**src/rtl/z80_ram_sequencer.sv**
```systemverilog
// Z80 host -> GPU RAM sequencer: edge-detected requests, command FIFO, slot-gated issue, pipelined reads.
// Build option RAM_SEQ_RANGE_CHECK_EN: out-of-range writes are suppressed and out-of-range reads return 8'hFF.
//
// state     | meaning
// IDLE      | queue empty
// WAIT_SLOT | queue non-empty, waiting for ram_slot
// ISSUE     | head popped last cycle and now on the RAM port; pops again if slot and queue allow
module z80_ram_sequencer #(
   parameter int ADDR_BITS     = 20,
   parameter int MEM_SIZE_BITS = 15,
   parameter int FIFO_DEPTH    = 4,
   parameter int RD_LATENCY    = 2
) (
   input  logic                 GPU_CLK,
   input  logic                 reset,
   input  logic                 host_wr_ena,
   input  logic                 host_rd_req,
   input  logic [ADDR_BITS-1:0] host_addr,
   input  logic [7:0]           host_wdata,
   output logic [7:0]           host_rdata,
   output logic                 host_rd_rdy,
   input  logic                 ram_slot,
   output logic [ADDR_BITS-1:0] ram_addr,
   output logic [7:0]           ram_wdata,
   output logic                 ram_wr_ena,
   input  logic [7:0]           ram_rdata,
   output logic                 fifo_full,
   output logic                 ovf_err
);

   localparam int PTR_W = (FIFO_DEPTH > 1) ? $clog2(FIFO_DEPTH) : 1;
   localparam int CNT_W = $clog2(FIFO_DEPTH + 1);
   localparam int ENT_W = ADDR_BITS + 9;
   localparam logic [CNT_W-1:0]     DEPTH_C  = CNT_W'(FIFO_DEPTH);
   localparam logic [ADDR_BITS-1:0] MEM_MASK = ADDR_BITS'((64'd1 << MEM_SIZE_BITS) - 64'd1);

   typedef enum logic [1:0] {S_IDLE, S_WAIT_SLOT, S_ISSUE} state_t;

   state_t               state_q, state_d;
   logic                 wr_prev_q, rd_prev_q, armed_q;
   logic [ENT_W-1:0]     fifo_q [FIFO_DEPTH];
   logic [PTR_W-1:0]     wptr_q, rptr_q;
   logic [CNT_W-1:0]     count_q, count_d;
   logic                 ovf_q, ovf_d;
   logic [ADDR_BITS-1:0] ram_addr_q;
   logic [7:0]           ram_wdata_q;
   logic                 ram_wr_ena_q;
   logic [RD_LATENCY:0]  rdv_q, oor_q;
   logic [7:0]           host_rdata_q;
   logic                 host_rd_rdy_q;

   logic                 wr_edge, rd_edge, push, pop, full;
   logic [ENT_W-1:0]     push_ent, head;
   logic                 head_wr, head_oor;
   logic [ADDR_BITS-1:0] head_addr, issue_addr;
   logic [7:0]           head_data;

   // armed_q masks the first cycle after reset so a strobe held through release is not an edge
   assign wr_edge  = armed_q & host_wr_ena & ~wr_prev_q;
   assign rd_edge  = armed_q & host_rd_req & ~rd_prev_q;
   assign full     = (count_q == DEPTH_C);
   assign push_ent = {wr_edge, host_addr, host_wdata};
   assign head     = fifo_q[rptr_q];
   assign {head_wr, head_addr, head_data} = head;

`ifdef RAM_SEQ_RANGE_CHECK_EN
   assign head_oor   = (head_addr & ~MEM_MASK) != '0;
   assign issue_addr = head_addr;
`else
   assign head_oor   = 1'b0;
   assign issue_addr = head_addr & MEM_MASK;
`endif

   always_comb begin
      state_d = state_q;
      pop     = (state_q != S_IDLE) && ram_slot && (count_q != '0);
      push    = (wr_edge | rd_edge) & (~full | pop);
      count_d = count_q + CNT_W'(push) - CNT_W'(pop);
      ovf_d   = ovf_q | (wr_edge & rd_edge) | ((wr_edge | rd_edge) & full & ~pop);
      case (state_q)
         S_IDLE: begin
            if (count_d != '0) state_d = S_WAIT_SLOT;
         end
         default: begin
            if (pop)                 state_d = S_ISSUE;
            else if (count_d != '0)  state_d = S_WAIT_SLOT;
            else                     state_d = S_IDLE;
         end
      endcase
   end

   always_ff @(posedge GPU_CLK or negedge reset) begin
      if (!reset) begin
         state_q       <= S_IDLE;
         wr_prev_q     <= 1'b0;
         rd_prev_q     <= 1'b0;
         armed_q       <= 1'b0;
         for (int i = 0; i < FIFO_DEPTH; i++) fifo_q[i] <= '0;
         wptr_q        <= '0;
         rptr_q        <= '0;
         count_q       <= '0;
         ovf_q         <= 1'b0;
         ram_addr_q    <= '0;
         ram_wdata_q   <= '0;
         ram_wr_ena_q  <= 1'b0;
         rdv_q         <= '0;
         oor_q         <= '0;
         host_rdata_q  <= 8'h00;
         host_rd_rdy_q <= 1'b0;
      end else begin
         state_q   <= state_d;
         wr_prev_q <= host_wr_ena;
         rd_prev_q <= host_rd_req;
         armed_q   <= 1'b1;
         count_q   <= count_d;
         ovf_q     <= ovf_d;
         if (push) begin
            fifo_q[wptr_q] <= push_ent;
            wptr_q         <= wptr_q + PTR_W'(1);
         end
         if (pop) begin
            rptr_q     <= rptr_q + PTR_W'(1);
            ram_addr_q <= issue_addr;
            if (head_wr) ram_wdata_q <= head_data;
         end
         ram_wr_ena_q  <= pop & head_wr & ~head_oor;
         // each stage tracks one issued read until its RAM data is due
         rdv_q         <= {rdv_q[RD_LATENCY-1:0], pop & ~head_wr};
         oor_q         <= {oor_q[RD_LATENCY-1:0], head_oor};
         host_rd_rdy_q <= rdv_q[RD_LATENCY];
         if (rdv_q[RD_LATENCY]) host_rdata_q <= oor_q[RD_LATENCY] ? 8'hFF : ram_rdata;
      end
   end

   assign host_rdata  = host_rdata_q;
   assign host_rd_rdy = host_rd_rdy_q;
   assign ram_addr    = ram_addr_q;
   assign ram_wdata   = ram_wdata_q;
   assign ram_wr_ena  = ram_wr_ena_q;
   assign fifo_full   = full;
   assign ovf_err     = ovf_q;

endmodule

```
**config.mk**
```make
export PLATFORM = sky130hd
export DESIGN_NAME = z80_ram_sequencer
export DESIGN_NICKNAME = d
export VERILOG_FILES = /design/src/rtl/z80_ram_sequencer.sv
export SDC_FILE = /design/constraint.sdc
export NUM_CORES = 1
export LEC_CHECK = 0
export BUFFER_PORTS_ARGS = -buffer_cell sky130_fd_sc_hd__clkbuf_2
export CAP_MARGIN = 40
export CORE_UTILIZATION = 55
export CTS_BUF_LIST = sky130_fd_sc_hd__clkbuf_8
export CTS_CLUSTER_DIAMETER = 60
export DETAILED_ROUTE_END_ITERATION = 16
export PLACE_DENSITY = 0.77
export SETUP_SLACK_MARGIN = 0.1
export SLEW_MARGIN = 10
export SYNTH_ARGS = -nofsm -noshare
export SYNTH_HDL_FRONTEND = slang
export SYNTH_SLANG_ARGS = --single-unit
```
**constraint.sdc**
```tcl
create_clock -name GPU_CLK -period 3.2 [get_ports GPU_CLK]
set_clock_uncertainty 0.15 [all_clocks]
set_input_delay 0.32 -clock GPU_CLK [delete_from_list [all_inputs] [get_ports GPU_CLK]]
set_output_delay 0.32 -clock GPU_CLK [all_outputs]
set_load 0.1 [all_outputs]
```
==> impl_metrics.json, run 1 <==
{
  "wl_mm": 10.89,
  "clk_path_buf_depth": 2,
  "async_reset_ff_share_pct": 100.0,
  "drt_first_pass_iters": 4,
  "crit_arrival_ns": 2.99,
  "fp-row-count": 38,
  "core_um2": 10790,
  "synth-edff-count": 0,
  "post-synth-top-count-cell": "dfrtp_1",
  "vias": 3395,
  "cts_tree": "built",
  "grt.busiest_layer": "met2",
  "io_pins": 81,
  "insertedDiodeCount": 0,
  "drcViolationCount": 0,
  "fmax_ghz": 0.3538,
  "nFillCells": 771,
  "syn_area_um2": 6090,
  "synth_cell_types": 24,
  "path_buf_inv": 4,
  "required_ns": 3.37,
  "rsz0062_at_grt": "false",
  "track_usage_pct": 21.60,
  "synth.top_cell.area_share_pct": 59.58,
  "min_period_over_period_pct": 88.32,
  "multi_input_area_um2": 2296,
  "first_global_vias": 3640,
  "relSlewSlack_pct": 50.18,
  "fp.dieW_um": 107.2,
  "syn_to_final_growth_pct": 21.53,
  "drv_slew": 0,
  "postCtsSetupBuffers": 0,
  "drt_iter0_markers": 100,
  "die_area_um2": 11500,
  "cts-root-buf": "clkbuf_8",
  "dp_hpwl_mm": 6.861,
  "post_drt_wl_per_cell_um": 17.32,
  "tns_ns": 0,
  "synthFlopType": "dfrtp_1",
  "use_met1_pct": 27.80,
  "finalSetupViolCount": 0,
  "crit_family": "adder cells",
  "period_minus_slack_ns": 2.826,
  "drive_above_1_share_pct": 55.62,
  "use_met3_pct": 5.106,
  "routed_via_density": 5.397,
  "cts.sinks": 145,
  "crit_slowest_cell": "dlygate4sd3_1",
  "start_util_pct": 56.42,
  "worst_pin_slew_ns": 0.7447,
  "gp_congestion": 0.7061,
  "gr-usage-met2_pct": 35.02,
  "start_kind": "input pin",
  "yosys.area.top_type": "dfrtp_1",
  "grt_pass1_wl_mm": 18.24,
  "path_clk_slew_ns": 0.08,
  "syn-instance-count": 364,
  "cp_max_fo": 8,
  "critPathKind": "in -> reg",
  "antenna_found_initial": 0,
  "hold_viol_final": 0,
  "grt_max_degree": 97,
  "crit_path_end_kind": "register",
  "slowest_delay_ns": 0.55,
  "ant_nets": 0,
  "ys_warn_count": 0,
  "status": "finished, final reports clean",
  "fp.dieH_um": 107.2,
  "port_buffers": 70,
  "yosysSeqAreaShare_pct": 59.58,
  "synth_seq_cells": 145,
  "hp-class": "in -> reg",
  "avgSynthCellArea_um2": 16.73,
  "crit_chain": "dlygate4sd3_1, clkbuf_2, nand2b_1, a221oi_4, inv_1, ha_1, inv_1, ha_1, fa_2, xnor2_1, xnor2_1, nor3_1, nor2_1",
  "cts_made_buffers": 17,
  "grt_overflow_total": 0,
  "regArea_um2": 3630,
  "final_nets": 525,
  "netlist_top_cells_count": "145 x dfrtp_1, 127 x mux2_2, 24 x mux4_2",
  "drv_cap": 0,
  "netlist_top_cells_area": "dfrtp_1 60%, mux2_2 23%, mux4_2 8.9%",
  "clk_latency_ns": 0.44,
  "htreeDepth": 4
}
[registers in the layout (all words and copies together), names as in the netlist]
register / flops
ram_wr_ena: 1
fifo_q: 96
ram_addr: 15
wr_prev_q: 1
host_rdata: 8
ovf_err: 1
rptr_q: 2
host_rd_rdy: 1
count_q: 3
ram_wdata: 8
rdv_q: 3
rd_prev_q: 1
state_q: 2
wptr_q: 2
armed_q: 1
[final timing paths]
check / slack (ns) / cells after the start / start / end
setup / recovery: 0.37 / 13 / host_rd_req / state_q[0]$_DFFE_PN0P_
max in group asynchronous: 1.92 / 4 / reset / host_rdata[1]$_DFFE_PN0P_
min in group asynchronous: 0.29 / 3 / reset / fifo_q[66]$_DFFE_PN0P_
hold reg to reg: 0.20 / 0 / rdv_q[1]$_DFF_PN0_ / rdv_q[2]$_DFF_PN0_
setup reg to reg: 0.41 / 11 / count_q[2]$_DFF_PN0_ / state_q[0]$_DFFE_PN0P_
hold / removal: 0.02 / 2 / host_wdata[6] / fifo_q[93]$_DFFE_PN0P_
[cell type report]
cell class	count	area share, %
Clock inverter	12	3.195
Inverter	8	0.4057
Clock buffer	19	3.533
Timing Repair Buffer	112	10.43
Sequential cell	145	49.04
Tap cell	140	2.367
Multi-Input combinational cell	193	31.02
[layer usage]
| metal | vias to the layer above | share of wire [%] | wire (µm) |
|---|---|---|---|
| met5 | - | 0 | 0 |
| met4 | 0 | 2.2 | 240 |
| met3 | 21 | 3.7 | 405 |
| met2 | 69 | 50 | 5458 |
| met1 | 1776 | 44 | 4787 |
| li1 | 1529 | - | - |
[layout by cell type (no fill, tap or decap), types with 2 or more instances in the layout]
master         netlist  final
a21oi_1              2      2
buf_4                5      9
bufinv_16            0      7
clkbuf_2             0     69
clkbuf_8             0     19
clkinv_2             0      3
conb_1               2      6
dfrtp_1            145    144
dlygate4sd3_1        0     32
ha_1                 6      6
inv_1                8      9
mux2_2             127    127
mux4_2              24     24
nand2_1              2      2
nand2_2              5      5
nand2b_1             2      2
nor2_1               4      3
nor3_1               3      3
o21ai_0              3      3
xnor2_1              4      4
[cell families (layout without fill, tap and decap cells)]
logic type / count (synthesis) / count (layout) / share of synthesized area, %
multiplexers: 151 / 151 / 32.36
flip-flops: 145 / 145 / 59.58
buffers and inverters: 30 / 151 / 3.226
AND/OR/NAND/NOR: 18 / 18 / 1.582
adder cells (fa/ha/maj): 7 / 7 / 1.562
AO/OA/AOI/OAI: 6 / 6 / 0.8424
XOR/XNOR: 5 / 5 / 0.7191
other: 2 / 6 / 0.1233
[through the flow]
step / setup slack, ns / area [µm²] / util, % / hold slack, ns / std cells
3_3_place_gp: 0.4438 / 6555 / 60.73 / 0.1834 / 565
6_report: 0.3737 / 7401 / 68.57 / 0.02338 / 629
4_1_cts: 0.3965 / 7373 / 68.32 / 0.001335 / 628
2_1_floorplan: 0.1147 / 6118 / - / -0.1256 / 368
3_5_place_dp: 0.4084 / 6555 / 60.73 / 0.1873 / 565
5_1_grt: 0.1882 / 7401 / 68.57 / 0.02260 / 629
[repair_timing]
action	CTS	global route
gates resized for setup	0	0
hold buffers	32	0
endpoints found under the hold margin	180	0
Power of run 1 is not shown: default switching activity piles up to over one toggle a cycle in this logic, so the estimate is an artifact.
==> inputs of run 2 (changes only) <==
--- a/config.mk
+++ b/config.mk
@@ -14,4 +14,5 @@
 export PLACE_DENSITY = 0.77
 export SETUP_SLACK_MARGIN = 0.1
+export SKIP_CTS_REPAIR_TIMING = 1
 export SLEW_MARGIN = 10
 export SYNTH_ARGS = -nofsm -noshare
==> constraint.sdc (replaced) <==
create_clock -name GPU_CLK -period 3.2 [get_ports GPU_CLK]
set_clock_uncertainty 0.15 [all_clocks]
set_input_delay 0.48 -clock GPU_CLK [delete_from_list [all_inputs] [get_ports GPU_CLK]]
set_output_delay 0.48 -clock GPU_CLK [all_outputs]
set_load 0.1 [all_outputs]
==> impl_metrics.json, run 2 (synthesized netlist as in run 1, its figures left out) <==
{
  "die_area_um2": 11500,
  "start_util_pct": 56.42,
  "final_nets": 492,
  "hp-class": "in -> reg",
  "rsz0062_at_grt": "false",
  "cts_made_buffers": 17,
  "syn_to_final_growth_pct": 15.12,
  "nFillCells": 768,
  "wl_mm": 10.61,
  "post_drt_wl_per_cell_um": 17.78,
  "final_common_cell": "dfrtp_1",
  "cts-root-buf": "clkbuf_8",
  "fp.dieH_um": 107.2,
  "cts.sinks": 145,
  "reg2regPathDepth": 11,
  "gp_congestion": 0.7041,
  "drv_cap": 0,
  "grt_max_degree": 66,
  "required_ns": 3.37,
  "fp.dieW_um": 107.2,
  "port_buffers": 70,
  "crit_family": "adder cells",
  "worst-path-stages": 13,
  "drive_above_1_share_pct": 59.08,
  "min_delay_path_depth": 1,
  "cts_tree": "built",
  "fp-row-count": 38,
  "routed_via_density": 5.427,
  "htreeDepth": 4,
  "antenna_found_initial": 0,
  "start_kind": "input pin",
  "relSlewSlack_pct": 50.85,
  "critPathKind": "in -> reg",
  "crit_slowest_cell": "dlygate4sd3_1",
  "crit_path_end_kind": "register",
  "ant_nets": 0,
  "slowest_delay_ns": 0.54,
  "clk_path_buf_depth": 2,
  "crit_arrival_ns": 2.88,
  "insertedDiodeCount": 0,
  "cp_max_fo": 2,
  "tns_ns": 0,
  "top_register": "fifo_q",
  "io_pins": 81,
  "drv_slew": 0,
  "finalSetupViolCount": 0,
  "dp_hpwl_mm": 6.607,
  "worst_pin_slew_ns": 0.7347,
  "layout_common_cells": "144 x dfrtp_1, 127 x mux2_2, 69 x clkbuf_2, 24 x mux4_2, 18 x clkbuf_8",
  "status": "finished, final reports clean",
  "track_usage_pct": 20.98,
  "period_minus_slack_ns": 2.709,
  "hold_viol_final": 0,
  "core_um2": 10790,
  "first_global_vias": 3524,
  "path_buf_inv": 4,
  "drt_iter0_markers": 112,
  "grt_overflow_total": 0,
  "drcViolationCount": 0,
  "path_clk_slew_ns": 0.07,
  "largest_reg_flops": 96,
  "crit_chain": "dlygate4sd3_1, clkbuf_2, nand2b_1, a221oi_4, inv_1, ha_1, inv_1, ha_1, fa_2, xnor2_1, xnor2_1, nor3_1, nor2_1",
  "clk_latency_ns": 0.44,
  "min_period_over_period_pct": 84.67,
  "fmax_ghz": 0.3691,
  "vias": 3240,
  "grt_pass1_wl_mm": 17.74,
  "drt_first_pass_iters": 4
}
-- run 2: cell count changes in the layout (fill, tap and decap cells not counted), moves of 3 or more --
cell | before | now
buf_4 | 9 | 6
dlygate4sd3_1 | 32 | 2
clkinvlp_4 | 1 | 4
bufinv_16 | 7 | 4
clkinv_4 | 0 | 3
-- run 2: layout make-up --
cell class              instances  area (µm²)  area share (%)
flip-flops and latches        145        3630           51.78
multi-input cells             193        2296           32.75
repair buffers                 79       441.7           6.300
clock buffers                  18       247.7           3.534
clock inverters                14       190.2           2.713
well taps                     140       175.2           2.499
inverters                       8       30.03          0.4283
-- run 2: path summary, 6_finish.rpt --
check	start	to	slack [ns]
max in group asynchronous	reset	rdv_q[2]$_DFF_PN0_	1.75
min	host_wr_ena	wr_prev_q$_DFF_PN0_	0.01
min in group asynchronous	reset	ram_addr[0]$_DFFE_PN0P_	0.42
min reg2reg	rdv_q[0]$_DFF_PN0_	rdv_q[1]$_DFF_PN0_	0.21
max reg2reg	state_q[0]$_DFFE_PN0P_	state_q[0]$_DFFE_PN0P_	0.64
max	host_rd_req	state_q[0]$_DFFE_PN0P_	0.49
-- run 2: layer usage --
layer	up-vias	GRT usage, %	routed length (µm)
li1	1470	-	-
met1	1696	26.70	4665
met2	59	34.38	5382
met3	15	6.383	415
met4	0	7.045	149
met5	-	0	0
-- run 2: stage by stage --
stage	cell area (µm²)	cells	utilization [%]	hold slack [ns]	worst slack, ns
2_1_floorplan	6118	368	-	0.03441	0.1147
3_3_place_gp	6553	563	60.71	0.1814	0.5378
3_5_place_dp	6553	563	60.71	0.1856	0.5140
4_1_cts	6990	595	64.77	-0.1568	0.6308
5_1_grt	7010	597	64.95	0.0001686	0.3330
6_report	7010	597	64.95	0.01459	0.4906
-- run 2: worst register-to-register path: cells and delay by family, from the launching register on --
kind,cells,cell delay [ns]
AO/OA/AOI/OAI,1,0.34
XOR/XNOR,2,0.28
adder cells (fa/ha/maj),3,0.80
buffers and inverters,2,0.25
flip-flops,1,0.37
AND/OR/NAND/NOR,3,0.24
Power of run 2 is left out for the same reason.
